<file path="src/rtl/game_pkg.sv">
`default_nettype none
// ============================================================================
// Module   : game_pkg
// Brief    : Shared state encoding and default parameters for the session
//            controller.
// Revision : 1.0 - initial release
// ============================================================================
package game_pkg;

    typedef enum logic [2:0] {
        S_WAIT       = 3'd0,
        S_JOIN       = 3'd1,
        S_PLAY       = 3'd2,
        S_PAUSE      = 3'd3,
        S_ROUND_END  = 3'd4,
        S_RESET_HOLD = 3'd5
    } session_state_t;

    localparam int DEF_NUM_PLAYERS  = 4;
    localparam int DEF_NUM_ROUNDS   = 3;
    localparam int DEF_JOIN_CYCLES  = 8;
    localparam int DEF_RESET_CYCLES = 4;
    localparam int DEF_SYNC_STAGES  = 2;

    function automatic int max_int(input int a, input int b);
        return (a > b) ? a : b;
    endfunction

endpackage
`default_nettype wire

</file>
<file path="src/rtl/game_session_ctrl_if.sv">
`default_nettype none
// ============================================================================
// Module   : game_session_ctrl_if
// Brief    : Button inputs, core handshakes and session outputs of the
//            session controller; master is the controller side.
// Revision : 1.0 - initial release
// ============================================================================
interface game_session_ctrl_if
    import game_pkg::*;
#(
    parameter int NUM_PLAYERS = DEF_NUM_PLAYERS,
    parameter int NUM_ROUNDS  = DEF_NUM_ROUNDS
);
    localparam int RW = $clog2(NUM_ROUNDS + 1);

    logic                   ready;
    logic [NUM_PLAYERS-1:0] startBtn;
    logic                   pauseBtn;
    logic                   roundOver;
    logic                   gameOverReq;
    logic                   startGameNow;
    logic                   gamePlaying;
    logic                   paused;
    logic [NUM_PLAYERS-1:0] playerMask;
    logic [RW-1:0]          roundNum;
    logic                   resetMaster;

    modport master (
        input  ready, startBtn, pauseBtn, roundOver, gameOverReq,
        output startGameNow, gamePlaying, paused, playerMask, roundNum, resetMaster
    );

    modport slave (
        output ready, startBtn, pauseBtn, roundOver, gameOverReq,
        input  startGameNow, gamePlaying, paused, playerMask, roundNum, resetMaster
    );

endinterface
`default_nettype wire

</file>
<file path="src/rtl/btn_edge_sync.sv">
`default_nettype none
// ============================================================================
// Module   : btn_edge_sync
// Brief    : Multi-flop synchroniser for a raw button followed by a
//            rising-edge detector (one-cycle pulse).
// Revision : 1.0 - initial release
// ============================================================================
module btn_edge_sync #(
    parameter int SYNC_STAGES = 2
) (
    input  wire logic CLOCK_50,
    input  wire logic reset_n,
    input  wire logic raw,
    output logic      edge_out
);

    logic [SYNC_STAGES-1:0] sync_q, sync_d;
    logic                   prev_q, prev_d;

    always_comb begin
        sync_d = {sync_q[SYNC_STAGES-2:0], raw};
        prev_d = sync_q[SYNC_STAGES-1];
    end

    always_ff @(posedge CLOCK_50 or negedge reset_n) begin
        if (!reset_n) begin
            sync_q <= '0;
            prev_q <= 1'b0;
        end else begin
            sync_q <= sync_d;
            prev_q <= prev_d;
        end
    end

    assign edge_out = sync_q[SYNC_STAGES-1] & ~prev_q;

endmodule
`default_nettype wire

</file>
<file path="src/rtl/game_session_ctrl.sv">
`default_nettype none
// ============================================================================
// Module   : game_session_ctrl
// Brief    : Multi-player session controller: timed join window, N rounds,
//            optional pause (GAME_SESSION_PAUSE_EN) and a resetMaster pulse.
// Revision : 1.0 - initial release
// ============================================================================
module game_session_ctrl
    import game_pkg::*;
#(
    parameter int NUM_PLAYERS  = DEF_NUM_PLAYERS,
    parameter int NUM_ROUNDS   = DEF_NUM_ROUNDS,
    parameter int JOIN_CYCLES  = DEF_JOIN_CYCLES,
    parameter int RESET_CYCLES = DEF_RESET_CYCLES,
    parameter int SYNC_STAGES  = DEF_SYNC_STAGES
) (
    input  wire logic            CLOCK_50,
    input  wire logic            reset_n,
    game_session_ctrl_if.master  bus
);

    localparam int RW         = $clog2(NUM_ROUNDS + 1);
    localparam int MAX_CYCLES = max_int(JOIN_CYCLES, RESET_CYCLES);
    localparam int TW         = (MAX_CYCLES > 1) ? $clog2(MAX_CYCLES) : 1;
    localparam logic [TW-1:0] JOIN_LOAD  = TW'(JOIN_CYCLES - 1);
    localparam logic [TW-1:0] RESET_LOAD = TW'(RESET_CYCLES - 1);
    localparam logic [RW-1:0] LAST_ROUND = RW'(NUM_ROUNDS);

    logic [NUM_PLAYERS-1:0] start_edge;

    generate
        for (genvar i = 0; i < NUM_PLAYERS; i++) begin : g_start_sync
            btn_edge_sync #(.SYNC_STAGES(SYNC_STAGES)) u_start_sync (
                .CLOCK_50 (CLOCK_50),
                .reset_n  (reset_n),
                .raw      (bus.startBtn[i]),
                .edge_out (start_edge[i])
            );
        end
    endgenerate

`ifdef GAME_SESSION_PAUSE_EN
    logic pause_edge;
    btn_edge_sync #(.SYNC_STAGES(SYNC_STAGES)) u_pause_sync (
        .CLOCK_50 (CLOCK_50),
        .reset_n  (reset_n),
        .raw      (bus.pauseBtn),
        .edge_out (pause_edge)
    );
`else
    logic unused_pause_btn;
    assign unused_pause_btn = bus.pauseBtn;
`endif

    session_state_t         state_q, state_d;
    logic [NUM_PLAYERS-1:0] mask_q, mask_d;
    logic [RW-1:0]          round_q, round_d;
    logic [TW-1:0]          timer_q, timer_d;
    logic                   sgn_q, sgn_d;

    always_comb begin
        state_d = state_q;
        mask_d  = mask_q;
        round_d = round_q;
        timer_d = timer_q;
        sgn_d   = 1'b0;
        case (state_q)
            S_WAIT: begin
                // edges without ready are dropped, never remembered
                if (bus.ready && (|start_edge)) begin
                    state_d = S_JOIN;
                    mask_d  = mask_q | start_edge;
                    timer_d = JOIN_LOAD;
                end
            end
            S_JOIN: begin
                mask_d = mask_q | start_edge;
                if (timer_q == '0) begin
                    state_d = S_PLAY;
                    round_d = RW'(1);
                    sgn_d   = 1'b1;
                end else begin
                    timer_d = timer_q - 1'b1;
                end
            end
            S_PLAY: begin
                if (bus.gameOverReq || (bus.roundOver && (round_q == LAST_ROUND))) begin
                    state_d = S_RESET_HOLD;
                    timer_d = RESET_LOAD;
                end else if (bus.roundOver) begin
                    state_d = S_ROUND_END;
`ifdef GAME_SESSION_PAUSE_EN
                end else if (pause_edge) begin
                    state_d = S_PAUSE;
`endif
                end
            end
            S_ROUND_END: begin
                state_d = S_PLAY;
                round_d = round_q + 1'b1;
                sgn_d   = 1'b1;
            end
`ifdef GAME_SESSION_PAUSE_EN
            S_PAUSE: begin
                if (pause_edge) begin
                    state_d = S_PLAY;
                end else if (bus.gameOverReq) begin
                    state_d = S_RESET_HOLD;
                    timer_d = RESET_LOAD;
                end
            end
`endif
            S_RESET_HOLD: begin
                if (timer_q == '0) begin
                    state_d = S_WAIT;
                    mask_d  = '0;
                    round_d = '0;
                end else begin
                    timer_d = timer_q - 1'b1;
                end
            end
            default: state_d = S_WAIT;
        endcase
    end

    always_ff @(posedge CLOCK_50 or negedge reset_n) begin
        if (!reset_n) begin
            state_q <= S_WAIT;
            mask_q  <= '0;
            round_q <= '0;
            timer_q <= '0;
            sgn_q   <= 1'b0;
        end else begin
            state_q <= state_d;
            mask_q  <= mask_d;
            round_q <= round_d;
            timer_q <= timer_d;
            sgn_q   <= sgn_d;
        end
    end

    assign bus.startGameNow = sgn_q;
    assign bus.gamePlaying  = (state_q == S_PLAY);
`ifdef GAME_SESSION_PAUSE_EN
    assign bus.paused       = (state_q == S_PAUSE);
`else
    assign bus.paused       = 1'b0;
`endif
    assign bus.resetMaster  = (state_q == S_RESET_HOLD);
    assign bus.playerMask   = mask_q;
    assign bus.roundNum     = round_q;

endmodule
`default_nettype wire

</file>
<file path="src/flat_wrapper.sv">
// flat-port wrapper written by rule: the top's interface ports become plain ports
module game_session_ctrl_flat import game_pkg::*;
#(
    parameter int NUM_PLAYERS  = DEF_NUM_PLAYERS,
    parameter int NUM_ROUNDS   = DEF_NUM_ROUNDS,
    parameter int JOIN_CYCLES  = DEF_JOIN_CYCLES,
    parameter int RESET_CYCLES = DEF_RESET_CYCLES,
    parameter int SYNC_STAGES  = DEF_SYNC_STAGES
)
  (CLOCK_50, reset_n, bus_ready, bus_startBtn, bus_pauseBtn, bus_roundOver, bus_gameOverReq, bus_startGameNow, bus_gamePlaying, bus_paused, bus_playerMask, bus_roundNum, bus_resetMaster);
  game_session_ctrl_if #(.NUM_PLAYERS(NUM_PLAYERS), .NUM_ROUNDS(NUM_ROUNDS)) bus_i ();
  input  wire logic CLOCK_50;
  input  wire logic reset_n;
  input wire logic [$bits(bus_i.ready)-1:0] bus_ready;
  input wire logic [$bits(bus_i.startBtn)-1:0] bus_startBtn;
  input wire logic [$bits(bus_i.pauseBtn)-1:0] bus_pauseBtn;
  input wire logic [$bits(bus_i.roundOver)-1:0] bus_roundOver;
  input wire logic [$bits(bus_i.gameOverReq)-1:0] bus_gameOverReq;
  output wire logic [$bits(bus_i.startGameNow)-1:0] bus_startGameNow;
  output wire logic [$bits(bus_i.gamePlaying)-1:0] bus_gamePlaying;
  output wire logic [$bits(bus_i.paused)-1:0] bus_paused;
  output wire logic [$bits(bus_i.playerMask)-1:0] bus_playerMask;
  output wire logic [$bits(bus_i.roundNum)-1:0] bus_roundNum;
  output wire logic [$bits(bus_i.resetMaster)-1:0] bus_resetMaster;
  assign bus_i.ready = bus_ready;
  assign bus_i.startBtn = bus_startBtn;
  assign bus_i.pauseBtn = bus_pauseBtn;
  assign bus_i.roundOver = bus_roundOver;
  assign bus_i.gameOverReq = bus_gameOverReq;
  assign bus_startGameNow = bus_i.startGameNow;
  assign bus_gamePlaying = bus_i.gamePlaying;
  assign bus_paused = bus_i.paused;
  assign bus_playerMask = bus_i.playerMask;
  assign bus_roundNum = bus_i.roundNum;
  assign bus_resetMaster = bus_i.resetMaster;
  game_session_ctrl #(.NUM_PLAYERS(NUM_PLAYERS), .NUM_ROUNDS(NUM_ROUNDS), .JOIN_CYCLES(JOIN_CYCLES), .RESET_CYCLES(RESET_CYCLES), .SYNC_STAGES(SYNC_STAGES)) u_core (.CLOCK_50(CLOCK_50), .reset_n(reset_n), .bus(bus_i));
endmodule
</file>
<file path="config.mk">
export PLATFORM = sky130hd
export DESIGN_NAME = game_session_ctrl_flat
export DESIGN_NICKNAME = d
export VERILOG_FILES = /design/src/rtl/game_pkg.sv /design/src/rtl/game_session_ctrl_if.sv /design/src/rtl/btn_edge_sync.sv /design/src/rtl/game_session_ctrl.sv /design/src/flat_wrapper.sv
export SDC_FILE = /design/constraint.sdc
export NUM_CORES = 1
export LEC_CHECK = 0
export CORE_MARGIN = 3
export CORE_UTILIZATION = 37
export CTS_BUF_LIST = sky130_fd_sc_hd__clkbuf_8 sky130_fd_sc_hd__clkbuf_16
export CTS_CLUSTER_SIZE = 8
export DETAILED_ROUTE_END_ITERATION = 10
export SYNTH_ARGS = -nofsm -noshare
export SYNTH_HDL_FRONTEND = slang
export SYNTH_HIERARCHICAL = 1
export SYNTH_SLANG_ARGS = --single-unit
</file>
<file path="constraint.sdc">
create_clock -name CLOCK_50 -period 1.7 [get_ports CLOCK_50]
set_input_delay 0.34 -clock CLOCK_50 [delete_from_list [all_inputs] [get_ports CLOCK_50]]
set_output_delay 0.34 -clock CLOCK_50 [all_outputs]
set_load 0.02 [all_outputs]
</file>
==> results_dict.tcl, run 1 <==
set metrics [dict create \
    status "finished clean" \
    first_iter_violations 16 \
    grt_max_degree 26 \
    num_vias 698 \
    die-height_um 59.14 \
    place_ws_ns -0.2395 \
    start_kind "primary input" \
    synth.mux.area_fraction 0.03832 \
    peakVddDrop_v 0.0006553 \
    required_ns 1.85 \
    grt_pass1_wl_um 3284 \
    synth_simple_gate_area_frac 0.1545 \
    drive_above_1_share 0.2174 \
    syn_nets 99 \
    p_switching_mw 0.5240 \
    final_util 0.5295 \
    fin_crit_ns 1.659 \
    pwr-share-seq 0.436 \
    place_inst 141 \
    cellLeakagePower_nw 0.6499 \
    grtUsageTotal 0.1224 \
    setup_ws_ns 0.04117 \
    synth-xor-area-share 0.008383 \
    postSynthCellCount 86 \
    drc 0 \
    p_sw_frac 0.3121 \
    synth_adder_area_share 0.03593 \
    rsz0062_at_grt "no" \
    core_region_area_mm2 0.002590 \
    path_max_fanout 4 \
    setup_viol 0 \
    worstSkewPairLatency_ns 0.26 \
    port-buffer-count 17 \
    post-cts-setup-buffers 0 \
    clkSlewWorstSetupHoldPaths_ns 0.08 \
    cap_violations 0 \
    overflow 0 \
    synth-compound-area-share 0.1222 \
    synth_cell_type_count 28 \
    postRouteAntennaNets 0 \
    viasPerCell 4.814 \
    synth_seq_cells 25 \
    stdcell_count 145 \
    powerDensity_mw_per_mm2 1224 \
    post-route-period-util 0.9758 \
    hold_class "reg2reg" \
    path_class "in2reg" \
    cp-end-kind "flop" \
    area_delta_synth_final_pct 31.26 \
    finClkSkew_ns 0.0008434 \
    synth_top_area_share 0.5988 \
    die_area_mm2 0.003498 \
    share_comb_of_total_power 0.358 \
    pin_count 20 \
    rrSetupSlack_ns 0.08 \
    n_antenna_cell 0 \
    rows 18 \
    clkPwrFrac 0.206 \
    grt_pass1_vias 735 \
    synthFlopType "dfrtp_1" \
    synth_enable_flop_cells 0 \
    wl_per_cell_um 12.66 \
    dp_hpwl_um 1388 \
    syn_area_per_cell_um2 12.15 \
    yosysTopAreaCell "dfrtp_1" \
    netlist_area_mm2 0.001045 \
    final_cell_mix "24 x dfrtp_1, 14 x clkdlybuf4s50_1, 12 x buf_4, 8 x nand2_1" \
    grt_antenna_before_repair 0 \
    cts_tree "built" \
    htree_levels 1 \
    dr.pass1.iters 4 \
    numCtsBuffers 3 \
    drt_wl_total_um 1835 \
    p_int_mw 1.155 \
    synth_top_family_by_area "simple AND/OR/NAND/NOR gates" \
    timing.final.max_slew_violations 0 \
    nets 129 \
    synth_warnings 6 \
    clockBufferDepth 2 \
    cp.arrival_ns 1.81 \
    cts_num_sinks 25 \
    place.gp.congestion 0.7395 \
    start_util 0.4034 \
    finalHoldViolCount 0 \
    max_freq_ghz 0.6028 \
    async_reset_ff_frac 1.000 \
    die_w_um 59.14 \
    ctsRootBufferMaster "clkbuf_8" \
    yosysSeqAreaShare 0.5988 \
    synth.area.top_cells "dfrtp_1 60%, nor2b_4 5.3%, a22o_1 4.2%, ha_1 3.6%, mux2_4 2.9%" \
    final_common_cell "dfrtp_1" \
]
-- routing by layer --
layer  vias up  global-route usage  wire length [um]
met3         0             0.02614                57
li1        347                   -                 -
met5         -                   0                 0
met1       341              0.1740               923
met2        10              0.1956               855
met4         0             0.01942                 0
-- cell usage after synthesis (all sizes together), types with 3 or more instances --
cell	count
a21oi	4
a22o	5
buf	3
dfrtp	25
ha	3
inv	5
nand2	8
nor2	5
nor2b	6
o21ai	3
-- state kept, by name, summed over array words and instances, names as in the netlist --
register / cells
u_core/state_q: 3
u_core/timer_q: 3
u_core/bus.roundNum: 2
u_core/g_start_sync.u_start_sync/prev_q: 4
u_core/g_start_sync.u_start_sync/sync_q: 8
u_core/bus.playerMask: 4
u_core/bus.startGameNow: 1
-- stage by stage --
step           hold slack [ns]  power [mW]  cell area (um^2)  TNS [ns]
6_report                0.3536       1.679              1371         0
5_1_grt                 0.3715       1.816              1371         0
2_1_floorplan          0.04441       1.131              1046         0
4_1_cts                 0.3556       1.708              1368         0
3_3_place_gp            0.3319       1.337              1323   -0.4219
3_5_place_dp            0.3347       1.355              1323   -0.5390
-- area by class of cell --
| class | count | area, um^2 |
|---|---|---|
| fill | 240 | 1219 |
| sequential | 25 | 626.9 |
| multi-input combinational | 52 | 386.6 |
| timing repair buffer | 29 | 252.7 |
| clock buffer | 3 | 41.29 |
| tap | 30 | 37.54 |
| inverter | 5 | 18.77 |
| clock inverter | 1 | 7.507 |
-- final timing paths --
check / from / to / cells past startpoint
worst min-delay path: u_core/g_start_sync[1].u_start_sync/sync_q[0] / u_core/g_start_sync[1].u_start_sync/sync_q[1] / 0
min in group asynchronous: reset_n / u_core/state_q[2] / 2
max in group asynchronous: reset_n / u_core/bus.roundNum[0] / 2
worst max-delay path: bus_roundOver / u_core/timer_q[2] / 5
worst max register to register: u_core/bus.roundNum[1] / u_core/timer_q[2] / 5
worst min register to register: u_core/g_start_sync[1].u_start_sync/sync_q[0] / u_core/g_start_sync[1].u_start_sync/sync_q[1] / 0
-- what timing repair did --
item                       CTS  global route
gates cloned                 0             0
resized for setup            3             5
pin swaps                    0             1
setup endpoints to repair    3             4
hold buffers                 0             0
-- worst max-delay path: stages --
cell             delay [ns]
clkdlybuf4s50_1        0.48
nand2_1                0.07
a311o_1                0.35
a22o_1                 0.27
mux2_4                 0.31
-- power by group through the flow --
stage          Clock (mW)  Combinational, mW  Sequential [mW]
2_1_floorplan           0              0.382            0.748
3_3_place_gp            0              0.597            0.740
3_5_place_dp            0              0.612            0.744
4_1_cts             0.368              0.607            0.733
5_1_grt             0.391              0.679            0.746
6_report            0.346              0.601            0.732
-- logic make-up after synthesis --
group | Yosys count
other | 1
AND/OR/NAND/NOR | 26
adder cells (fa/ha/maj) | 3
XOR/XNOR | 1
multiplexers | 3
flip-flops | 25
buffers and inverters | 9
AO/OA/AOI/OAI | 18
(Power assumes the default switching activity.)
==> run 2, diff against run 1 <==
--- a/config.mk
+++ b/config.mk
@@ -10,6 +10,7 @@
 export CTS_BUF_LIST = sky130_fd_sc_hd__clkbuf_8 sky130_fd_sc_hd__clkbuf_16
 export CTS_CLUSTER_SIZE = 8
 export DETAILED_ROUTE_END_ITERATION = 10
+export PLACE_DENSITY_LB_ADDON = 0.05
 export SYNTH_ARGS = -nofsm -noshare
 export SYNTH_HDL_FRONTEND = slang
 export SYNTH_HIERARCHICAL = 1
==> run 2 against run 1 <==
  * First-iteration DRC count increased by 56%
  * Core utilization grew 1.6 points
  * Count of clock-buffer cells in the layout did not move
  * Largest power group unchanged
  * Non-clock buffer count increased by 3
  * Register-to-register slack about the same
  * Total power up 7.7%
  * Via count grew 3.3%
==> results_dict.tcl, run 2 (synthesis results as in run 1) <==
set metrics [dict create \
    hold_class "reg2reg" \
    path_max_fanout 3 \
    timing.final.max_slew_violations 0 \
    critPathSlowestCell "clkdlybuf4s50_1" \
    fillers 232 \
    place_area_mm2 0.001338 \
    wl_per_cell_um 13.08 \
    timing.rr.start "u_core/state_q[1]" \
    numCtsBuffers 3 \
    stdcell_count 148 \
    final_common_cell "dfrtp_1" \
    cp-startpoint "u_core/bus.roundNum[1]" \
    final_cell_mix "24 x dfrtp_1, 15 x buf_4, 14 x clkdlybuf4s50_1, 8 x nand2_1" \
    required_ns 1.36 \
    pin_count 20 \
    rows 18 \
    dr.pass1.iters 4 \
    place_inst 143 \
    start_kind "flop" \
    clkSlewWorstSetupHoldPaths_ns 0.09 \
    path_cells "clkdlybuf4s50_1" \
    status "finished clean" \
    cts_tree "built" \
    largest_register_ffs 8 \
    drt_wl_total_um 1936 \
    die-height_um 59.14 \
    first_iter_violations 25 \
    finClkSkew_ns 0.001865 \
    worstRegToRegCells 4 \
    place.gp.congestion 0.6866 \
    ctsRootBufferMaster "clkbuf_8" \
    seq_area_um2 626.9 \
    area_delta_synth_final_pct 35.21 \
    drive_above_1_share 0.2627 \
    viasPerCell 4.872 \
    post-route-period-util 0.9579 \
    core_region_area_mm2 0.002590 \
    path_class "reg2out" \
    cap_violations 0 \
    grtUsageTotal 0.1325 \
    grt_pass1_wl_um 3367 \
    crit_path_end "bus_roundNum[1]" \
    dp_hpwl_um 1385 \
    finalHoldViolCount 0 \
    postRouteAntennaNets 0 \
    worstReg2RegEnd "u_core/timer_q[1]" \
    num_vias 721 \
    multiInputGateArea_um2 402.9 \
    port-buffer-count 17 \
    max_stage_delay_ns 0.62 \
    overflow 0 \
    grt_max_degree 26 \
    clockBufferDepth 2 \
    cp_top_family "buffers and inverters" \
    design_area_mm2 0.001413 \
    grt_pass1_vias 742 \
    crit_buf_inv 1 \
    cts_hold_buffers 0 \
    grt_antenna_before_repair 0 \
    setup_viol 0 \
    die_w_um 59.14 \
    n_antenna_cell 0 \
    cp_num_cells 1 \
    largest_register "u_core/g_start_sync.u_start_sync/sync_q" \
    cts_num_sinks 25 \
    cp-end-kind "primary output" \
    drc 0 \
    die_area_mm2 0.003498 \
    start_util 0.4034 \
    max_freq_ghz 0.6141 \
    peakVddDrop_v 0.0008971 \
    cellLeakagePower_nw 0.6693 \
    cp.arrival_ns 1.29 \
    htree_levels 1 \
    nets 132 \
    rsz0062_at_grt "no" \
    rrSetupSlack_ns 0.07 \
    worstSkewPairLatency_ns 0.28 \
    powerDensity_mw_per_mm2 1279 \
    fin_crit_ns 1.628 \
]
==> run 2: worst min-delay path by stage <==
stage / to / slack (ns) / from / depth (start not counted)
after global routing: u_core/g_start_sync[0].u_start_sync/sync_q[1] / 0.37 / u_core/g_start_sync[0].u_start_sync/sync_q[0] / 0
after floorplan: u_core/bus.playerMask[0] / 0.04 / reset_n / 0
after global placement: u_core/g_start_sync[1].u_start_sync/sync_q[1] / 0.33 / u_core/g_start_sync[1].u_start_sync/sync_q[0] / 0
after CTS: u_core/g_start_sync[3].u_start_sync/sync_q[1] / 0.36 / u_core/g_start_sync[3].u_start_sync/sync_q[0] / 0
after detailed placement: u_core/g_start_sync[3].u_start_sync/sync_q[1] / 0.34 / u_core/g_start_sync[3].u_start_sync/sync_q[0] / 0
final: u_core/g_start_sync[3].u_start_sync/sync_q[1] / 0.36 / u_core/g_start_sync[3].u_start_sync/sync_q[0] / 0
==> run 2: what timing repair did <==
| action | 4_1_cts | 5_1_grt |
|---|---|---|
| setup buffers | 1 | 0 |
| pin swaps | 1 | 3 |
| endpoints found under the setup margin | 5 | 4 |
| gates resized for setup | 5 | 5 |
==> run 2: layout make-up <==
type / instances / share of cell area
well taps: 30 / 0.02657
multi-input cells: 52 / 0.2852
clock inverters: 1 / 0.006200
inverters: 5 / 0.01329
clock buffers: 3 / 0.02923
flip-flops and latches: 25 / 0.4438
repair buffers: 32 / 0.1957
==> run 2: power by group <==
| group | switching (mW) | internal [mW] | total [mW] | leakage, nW |
|---|---|---|---|---|
| Combinational | 0.308 | 0.380 | 0.688 | 0.361 |
| Clock | 0.208 | 0.172 | 0.380 | 0.0261 |
| Sequential | 0.0630 | 0.676 | 0.739 | 0.282 |
| Total | 0.579 | 1.23 | 1.81 | 0.669 |
==> run 2: through the flow <==
stage / util / setup WS [ns] / setup TNS, ns / hold WS, ns / total power [mW]
floorplan: - / 0.02526 / 0 / 0.04441 / 1.131
global placement: 0.5164 / -0.2164 / -0.5496 / 0.3325 / 1.377
detailed placement: 0.5164 / -0.2357 / -0.5873 / 0.3373 / 1.386
CTS: 0.5406 / 0.01552 / 0 / 0.3599 / 1.791
global route: 0.5454 / 0.01380 / 0 / 0.3655 / 1.933
finish: 0.5454 / 0.07155 / 0 / 0.3571 / 1.807
==> run 2: routing by layer <==
metal / part of all wire / GRT usage / vias to the layer above
met5: 0 / 0 / -
met4: 0.012 / 0.04854 / 0
met3: 0.069 / 0.05229 / 3
met2: 0.44 / 0.2066 / 23
met1: 0.48 / 0.1662 / 343
li1: - / - / 352
==> run 3, diff against run 2 <==
--- a/config.mk
+++ b/config.mk
@@ -13,5 +13,4 @@
 export PLACE_DENSITY_LB_ADDON = 0.05
 export SYNTH_ARGS = -nofsm -noshare
 export SYNTH_HDL_FRONTEND = slang
-export SYNTH_HIERARCHICAL = 1
 export SYNTH_SLANG_ARGS = --single-unit
==> run 3 against run 2 <==
  * Core utilization shrank 2.9 points
  * Via count is 3.2% lower
  * Non-clock buffer count shrank 9
  * Hold slack worse by 0.0035 ns
  * Count of clock-buffer cells in the layout stayed put
  * Critical endpoint unchanged
  * Global-route usage decreased by 1.7 points
  * Register-to-register slack better by 0.04 ns
  * Maximum frequency is 0.55% higher
  * Sequential cell count is the same
  * Sequential share of layout area increased by 2.4 points
  * Highest routed layer unchanged
  * Clock power decreased by 7.1%
==> results_dict.tcl, run 3 <==
set metrics [dict create \
    dr.pass1.iters 4 \
    synthTopCellsByCount "25 x dfrtp_1, 9 x nand2_1, 8 x inv_1" \
    cp.arrival_ns 1.28 \
    required_ns 1.36 \
    area_delta_synth_final_pct 26.54 \
    place.gp.congestion 0.7152 \
    post-cts-setup-buffers 0 \
    p_switching_mw 0.6527 \
    yosysTopAreaCell "dfrtp_1" \
    globalRouteMet2Util 0.1872 \
    max_freq_ghz 0.6175 \
    die-height_um 59.43 \
    viasPerCell 4.847 \
    port-buffer-count 17 \
    start_kind "flop" \
    synth_warnings 0 \
    synth.area.top_cells "dfrtp_1 59%, ha_1 3.6%, nor2b_1 3.6%, nand2_1 3.2%, inv_1 2.8%" \
    postSynthCellCount 91 \
    setup_viol 0 \
    synth_enable_flop_cells 0 \
    p_int_mw 1.244 \
    worstReg2RegEnd "u_core.timer_q[2]" \
    first_iter_violations 14 \
    rows 18 \
    cap_violations 0 \
    htree_levels 1 \
    synth.most_common_cell "dfrtp_1" \
    grt_antenna_before_repair 0 \
    pwr-share-seq 0.405 \
    nets 128 \
    status "finished clean" \
    peakVddDrop_v 0.0007784 \
    path_class "reg2out" \
    grt_util_met1 0.1438 \
    holdPathStages 0 \
    core_region_area_mm2 0.002590 \
    drt_wl_total_um 1792 \
    cp-startpoint "u_core.bus.roundNum[1]" \
    setup_ws_ns 0.08050 \
    n_antenna_cell 0 \
    rsz0062_at_grt "no" \
    final_common_cell "dfrtp_1" \
    cts_tree "built" \
    largest_register_ffs 8 \
    critPathSlowestCell "clkdlybuf4s50_1" \
    synthFlopType "dfrtp_1" \
    path_cells "clkdlybuf4s50_1" \
    ctsRootBufferMaster "clkbuf_8" \
    postRouteAntennaNets 0 \
    clkSlewWorstSetupHoldPaths_ns 0.09 \
    synth_cell_type_count 30 \
    drc 0 \
    start_util 0.4077 \
    finalHoldViolCount 0 \
    use_met3 0.02614 \
    cellLeakagePower_nw 0.5953 \
    post-route-period-util 0.9526 \
    rrSetupSlack_ns 0.11 \
    max_stage_delay_ns 0.62 \
    place_ws_ns 0.04716 \
    die_area_mm2 0.003531 \
    syn_area_per_cell_um2 11.60 \
    pin_count 20 \
    grt_pass1_wl_um 3036 \
    drive_above_1_share 0.1491 \
    overflow 0 \
    whs_ns 0.3536 \
    netlist_area_mm2 0.001056 \
    synth_seq_cells 25 \
    grt.busiest_layer "met2" \
    num_vias 698 \
    numCtsBuffers 3 \
    grtUsageTotal 0.1157 \
    grt_max_degree 26 \
    cp_top_family "buffers and inverters" \
    p_sw_frac 0.3441 \
    clockBufferDepth 2 \
    grt_pass1_vias 728 \
    async_reset_ff_frac 1.000 \
    fin_crit_ns 1.619 \
    share_comb_of_total_power 0.409 \
    timing.final.max_slew_violations 0 \
    cp-end-kind "primary output" \
    dp_hpwl_um 1338 \
    die_w_um 59.43 \
    path_max_fanout 4 \
    worstSkewPairLatency_ns 0.26 \
    cts_hold_buffers 0 \
    min_to "u_core.g_start_sync[1].u_start_sync.sync_q[1]" \
    hold_class "reg2reg" \
    clkPwrFrac 0.186 \
    finClkSkew_ns 0.001981 \
    timing.rr.start "u_core.timer_q[0]" \
    largest_register "u_core.g_start_sync.u_start_sync.sync_q" \
    wl_per_cell_um 12.44 \
    syn_nets 104 \
    final_cell_mix "25 x dfrtp_1, 15 x clkdlybuf4s50_1, 9 x nand2_1, 8 x inv_1" \
    p_total_mw 1.897 \
    stdcell_count 144 \
    worstRegToRegCells 7 \
    powerDensity_mw_per_mm2 1420 \
    cts_num_sinks 25 \
    hold_start "u_core.g_start_sync[1].u_start_sync.sync_q[0]" \
    crit_buf_inv 1 \
    synth_top_area_share 0.5924 \
    place_inst 140 \
    yosysSeqAreaShare 0.5924 \
    tns_ns 0 \
]
[run 3: cell count changes after synthesis, sizes merged, moves of 2 or more]
cell / delta
a21oi: -2
inv: +3
mux2: -2
a22o: -5
nand3: +2
o211ai: +4
o21ai: +2
o2bb2ai: +2
[run 3: cell families (layout without fill, tap and decap cells)]
kind of cell / count (synthesis) / after routing / share of synthesized area
simple gates: 28 / 28 / 0.1386
fa+ha+maj: 3 / 3 / 0.03555
xor+xnor: 1 / 1 / 0.008295
compound gates: 21 / 21 / 0.1635
flops: 25 / 25 / 0.5924
other cells: 1 / 1 / 0.003551
buf+inv: 12 / 35 / 0.05805
[run 3: how the worst max path moves through the flow]
stage          slack [ns]  depth (start not counted)                 to
2_1_floorplan        0.29                          6  u_core.timer_q[2]
3_3_place_gp         0.07                          3    bus_resetMaster
3_5_place_dp         0.05                          3    bus_resetMaster
4_1_cts              0.01                          3    bus_resetMaster
5_1_grt              0.01                          7  u_core.timer_q[2]
6_report             0.08                          1    bus_roundNum[1]
[run 3: cell type report]
type	instances	area, um^2
clock buffer	3	41.29
clock inverter	1	7.507
fill	226	1254
inverter	8	30.03
multi-input combinational	54	389.1
sequential	25	625.6
tap	30	37.54
timing repair buffer	23	205.2
[run 3: metal layers]
layer	up-vias	part of all wire	routed length [um]
met5	-	0	0
li1	348	-	-
met4	0	0.0084	15
met1	336	0.48	868
met2	12	0.46	833
met3	2	0.041	73
[run 3: power groups by stage]
stage | Sequential [mW] | Clock [mW] | Combinational (mW)
3_5_place_dp | 0.782 | 0 | 0.752
3_3_place_gp | 0.776 | 0 | 0.730
6_report | 0.768 | 0.353 | 0.776
2_1_floorplan | 0.815 | 0 | 0.467
5_1_grt | 0.779 | 0.394 | 0.867
4_1_cts | 0.771 | 0.370 | 0.749
[run 3: what timing repair did]
action,CTS,global route
pin swaps,0,1
gates resized for setup,2,6
setup endpoints to repair,2,3
[run 3: worst register-to-register path: cells and delay by family (launching register included)]
family                   cells  cell delay, ns
AO/OA/AOI/OAI                3            0.62
AND/OR/NAND/NOR              1            0.12
flip-flops                   1            0.36
adder cells (fa/ha/maj)      1            0.19
buffers and inverters        2            0.23
[run 3: stage by stage]
stage	area (um^2)	util
CTS	1324	0.5111
floorplan	1056	-
global route	1336	0.5159
detailed placement	1277	0.4932
finish	1336	0.5159
global placement	1277	0.4932
